--- src/rtl/prog_clock_divider.sv ---
// Multi-channel programmable clock divider with per-channel enable, shadowed
// divisor reload at wrap, and a global phase-align strobe.
module prog_clock_divider #(
    parameter int CHANNELS    = 2,
    parameter int WIDTH       = 26,
    parameter int DEFAULT_DIV = 25000,
    localparam int SEL_W      = (CHANNELS > 1) ? $clog2(CHANNELS) : 1
) (
    input  logic                      clock,
    input  logic                      reset_n,
    input  logic [CHANNELS-1:0]       enable,
    input  logic                      sync,
    input  logic                      load,
    input  logic [SEL_W-1:0]          load_channel,
    input  logic [WIDTH-1:0]          load_value,
    output logic [CHANNELS-1:0]       divided_clock,
    output logic [CHANNELS-1:0]       tick,
    output logic [CHANNELS*WIDTH-1:0] clock_count,
    output logic [CHANNELS-1:0]       pending
);

    localparam logic [WIDTH-1:0] DIV_RST = WIDTH'(DEFAULT_DIV);

    logic [WIDTH-1:0]    cnt_q    [CHANNELS];
    logic [WIDTH-1:0]    cnt_d    [CHANNELS];
    logic [WIDTH-1:0]    div_q    [CHANNELS];
    logic [WIDTH-1:0]    div_d    [CHANNELS];
    logic [WIDTH-1:0]    shadow_q [CHANNELS];
    logic [WIDTH-1:0]    shadow_d [CHANNELS];
    logic [CHANNELS-1:0] pend_q, pend_d;
    logic [CHANNELS-1:0] dclk_q, dclk_d;
    logic [CHANNELS-1:0] tick_q, tick_d;

    always_comb begin
        cnt_d    = cnt_q;
        div_d    = div_q;
        shadow_d = shadow_q;
        pend_d   = pend_q;
        dclk_d   = dclk_q;
        tick_d   = '0;
        for (int unsigned i = 0; i < CHANNELS; i++) begin
            // Out-of-range channel numbers never match any index, so they are ignored.
            if (sync) begin
                cnt_d[i]  = '0;
                dclk_d[i] = 1'b0;
                if (pend_q[i]) begin
                    div_d[i]  = shadow_q[i];
                    pend_d[i] = 1'b0;
                end
                if (load && (load_channel == SEL_W'(i))) begin
                    div_d[i]  = load_value;
                    pend_d[i] = 1'b0;
                end
            end else if (load && (load_channel == SEL_W'(i)) && !enable[i]) begin
                div_d[i]  = load_value;
                cnt_d[i]  = '0;
                pend_d[i] = 1'b0;
            end else begin
                // A wrap consumes the shadow as it was before this cycle's load.
                if (enable[i]) begin
                    if (cnt_q[i] == div_q[i]) begin
                        cnt_d[i]  = '0;
                        dclk_d[i] = ~dclk_q[i];
                        tick_d[i] = 1'b1;
                        if (pend_q[i]) begin
                            div_d[i]  = shadow_q[i];
                            pend_d[i] = 1'b0;
                        end
                    end else begin
                        cnt_d[i] = cnt_q[i] + WIDTH'(1);
                    end
                end
                if (load && (load_channel == SEL_W'(i))) begin
                    shadow_d[i] = load_value;
                    pend_d[i]   = 1'b1;
                end
            end
        end
    end

    always_ff @(posedge clock or negedge reset_n) begin
        if (!reset_n) begin
            for (int unsigned i = 0; i < CHANNELS; i++) begin
                cnt_q[i]    <= '0;
                div_q[i]    <= DIV_RST;
                shadow_q[i] <= DIV_RST;
            end
            pend_q <= '0;
            dclk_q <= '0;
            tick_q <= '0;
        end else begin
            cnt_q    <= cnt_d;
            div_q    <= div_d;
            shadow_q <= shadow_d;
            pend_q   <= pend_d;
            dclk_q   <= dclk_d;
            tick_q   <= tick_d;
        end
    end

    for (genvar g = 0; g < CHANNELS; g++) begin : g_count
        assign clock_count[g*WIDTH +: WIDTH] = cnt_q[g];
    end

    assign divided_clock = dclk_q;
    assign tick          = tick_q;
    assign pending       = pend_q;

endmodule

--- config.mk ---
export PLATFORM = sky130hd
export DESIGN_NAME = prog_clock_divider
export DESIGN_NICKNAME = d
export VERILOG_FILES = /design/src/rtl/prog_clock_divider.sv
export SDC_FILE = /design/constraint.sdc
export NUM_CORES = 1
export LEC_CHECK = 0
export CORE_MARGIN = 2
export CORE_UTILIZATION = 40
export CTS_BUF_LIST = sky130_fd_sc_hd__clkbuf_4
export CTS_CLUSTER_SIZE = 10
export DETAILED_ROUTE_END_ITERATION = 12
export GPL_ROUTABILITY_DRIVEN = 0
export GPL_TIMING_DRIVEN = 0
export SYNTH_ARGS = -nofsm -noshare
export SYNTH_HDL_FRONTEND = slang
export SYNTH_SLANG_ARGS = --single-unit
--- constraint.sdc ---
create_clock -name clock -period 2.7 [get_ports clock]
set_clock_uncertainty 0.1 [all_clocks]
set_input_delay 0.81 -clock clock [delete_from_list [all_inputs] [get_ports clock]]
set_output_delay 0.81 -clock clock [all_outputs]
set_load 0.05 [all_outputs]
==> flow_metrics.tcl <==
set metrics [dict create \
    status "completed" \
    synth_warnings 0 \
    grt_max_degree 102 \
    final-max-slew-violation-count 0 \
    min_period_ns 2.59 \
    whs_ns 0.111 \
    synthCells 694 \
    syn_nets 729 \
    route.detailed.drc 0 \
    seqPwrFrac_pct 56.6 \
    finalSetupTns_ns 0 \
    path_class "reg2out" \
    viasPerCell 5.52 \
    final_util_pct 48.4 \
    yosysSeqAreaShare_pct 51.5 \
    intPower_mw 3.92 \
    port_buffers 87 \
    seq_area_mm2 0.00408 \
    ys_types 52 \
    synthesis.area_mm2 0.00793 \
    cpLargestDelayFamily "buffers and inverters" \
    cts-root-buf "clkbuf_4" \
    pwr-share-clk_pct 23.9 \
    timing.final.ws_setup_ns 0.106 \
    required_ns 1.79 \
    dieHeight_um 145 \
    finalPower_mw 5.52 \
    hold_class "in2async" \
    avgRoutedWirePerCell_um 19.1 \
    critPathSlowestCell "clkdlybuf4s50_1" \
    hpwlAfterDp_um 15400 \
    pre_cts_ws_ns -0.762 \
    max_slew_margin_pct 45.5 \
    cts_sinks 162 \
    core_mm2 0.0195 \
    start_kind "register" \
    grt.total_usage_pct 20.5 \
    ctsLongestPathBuffers 2 \
    finalCritPeriodShare_pct 96.1 \
    nets 838 \
    finalHoldViolCount 0 \
    cts_tree "yes" \
    die-width_um 145 \
    routed-via-count 5978 \
    tightest_slew_ns 0.815 \
    synth-main-ff-cell "dfrtp_1" \
    syn_area_per_cell_um2 11.4 \
    ys_ff_latch 162 \
    max_freq_mhz 386 \
    start_util_pct 40.7 \
    cts_buffers 17 \
    fill_cells 1827 \
    synth_edf_count 0 \
    antenna_found_initial 1 \
    first_global_vias 5980 \
    path_cells "clkdlybuf4s50_1" \
    htree_levels 4 \
    drt-pass1-iter-count 5 \
    clk_latency_ns 0.56 \
    grt_pass1_wl_um 32800 \
    ant_nets 0 \
    gr-total-overflow 0 \
    cp.arrival_ns 1.68 \
    drv_cap 0 \
    peakVddDrop_v 0.000316 \
    power.density_mw_per_mm2 587 \
    synthTopCellsByCount "138 x dfrtp_1, 58 x nor2_1, 52 x mux2_2" \
    yosys.cell_count.top_type "dfrtp_1" \
    synth.area.top_cells "dfrtp_1 44%, dfstp_2 8.0%, mux2_2 7.4%" \
    clkSlewWorstSetupHoldPaths_ns 0.13 \
    swShare_pct 29.1 \
    syn2layout_area_growth_pct 18.8 \
    synth.top_cell.area_share_pct 43.6 \
    drtIter0Drc 444 \
    p_comb_share_pct 19.5 \
    drive_gt1_share_pct 19.2 \
    io_pins 91 \
    postRouteWirelength_um 20700 \
    multi_input_area_mm2 0.00371 \
    yosys.area.top_type "dfrtp_1" \
    finalSetupViolations 0 \
    rsz0062_at_grt "yes" \
    critPathMaxStageDelay_ns 0.79 \
    p_leak_nw 4.03 \
    cp_num_buf_inv 1 \
    async_flop_share_pct 100 \
    end_kind "primary output" \
    rows 51 \
    crit_fanout 1 \
    dieArea_mm2 0.0210 \
    p_sw_mw 1.61 \
]
## cells by family after synthesis
group	after synthesis	synth area share [%]
AND/OR/NAND/NOR	202	13.6
flip-flops	162	51.5
AO/OA/AOI/OAI	139	14.5
XOR/XNOR	93	10.3
multiplexers	52	7.39
buffers and inverters	44	2.43
adder cells (fa/ha/maj)	2	0.316
## stage by stage
step	cell area, um2	cells
final	9420	1082
after global routing	9420	1082
after CTS	9340	1079
after detailed placement	9160	1047
after global placement	9130	1046
after floorplan	7930	694
## worst register-to-register path: stages (launching register included)
cell and delay, ns:
dfrtp_1 0.49, xnor2_1 0.32, nand4_1 0.18, or4_4 0.55, o21ai_4 0.23, a21boi_4 0.30, buf_6 0.21, a2bb2oi_2 0.15
## layout make-up
type                       count  share of cell area [%]
clock inverter                12                   0.983
inverter                       6                   0.239
antenna                        1                  0.0266
clock buffer                  20                    1.59
sequential                   162                    43.4
buffer                        38                    1.86
tap                          265                    3.52
timing repair buffer          90                    9.03
multi-input combinational    488                    39.4
## cell usage in the layout (no fill, tap or decap), types with 3 or more instances in the layout
| master | instances |
|---|---|
| nand2b_1 | 4 |
| a21o_1 | 4 |
| xnor2_1 | 45 |
| and3_1 | 11 |
| nor4_1 | 3 |
| nand3b_1 | 26 |
| nand4_1 | 23 |
| nor3_1 | 3 |
| nand2_1 | 30 |
| dfrtp_1 | 138 |
| nor2b_1 | 4 |
| and4_1 | 8 |
| clkinvlp_4 | 3 |
| mux2_2 | 52 |
| clkdlybuf4s50_1 | 29 |
| xor2_1 | 47 |
| nor2_1 | 56 |
| o21ai_0 | 31 |
| a2bb2oi_2 | 20 |
| clkbuf_2 | 3 |
| clkbuf_4 | 21 |
| o22ai_1 | 27 |
| clkinv_2 | 4 |
| inv_1 | 6 |
| buf_2 | 8 |
| clkinv_1 | 3 |
| clkbuf_1 | 22 |
| dfstp_2 | 24 |
| dlygate4sd2_1 | 55 |
| buf_6 | 3 |
| a2bb2oi_1 | 31 |
| a21oi_1 | 4 |
| nand3_1 | 22 |
## state kept, by name (all words and copies together) (netlist names)
signal         flops
divided_clock      2
tick               2
div_q             52
clock_count       52
shadow_q          52
pending            2
## final timing paths
path | depth (start not counted) | end | slack, ns | start
setup reg to reg | 7 | div_q[34] | 0.13 | clock_count[8]
hold reg to reg | 1 | shadow_q[17] | 0.41 | shadow_q[17]
min in group clock | 1 | shadow_q[17] | 0.41 | shadow_q[17]
setup / recovery | 1 | tick[1] | 0.11 | tick[1]
hold / removal | 1 | clock_count[45] | 0.11 | reset_n
max in group asynchronous | 2 | div_q[34] | 1.47 | reset_n
## power groups by stage
stage               clock, mW  sequential, mW  combinational (mW)
finish                   1.32            3.13                1.08
global route             1.48            3.17                1.16
CTS                      1.36            3.13                1.07
detailed placement          0            3.17                1.07
global placement            0            3.16                1.03
floorplan                   0            3.10               0.750
## repair_timing
item | CTS | global route
resized for setup | 57 | 14
buffers inserted | 0 | 2
hold buffers | 0 | 0
setup endpoints to repair | 83 | 81
## routing by layer
layer / routed length (um) / share of wire [%] / global-route usage [%]
met1: 9540 / 46 / 29.4
met3: 1030 / 5.0 / 3.52
met5: 0 / 0 / 0
met4: 219 / 1.1 / 5.52
met2: 9870 / 48 / 32.2
No activity file was read; power rests on OpenSTA's default activity.
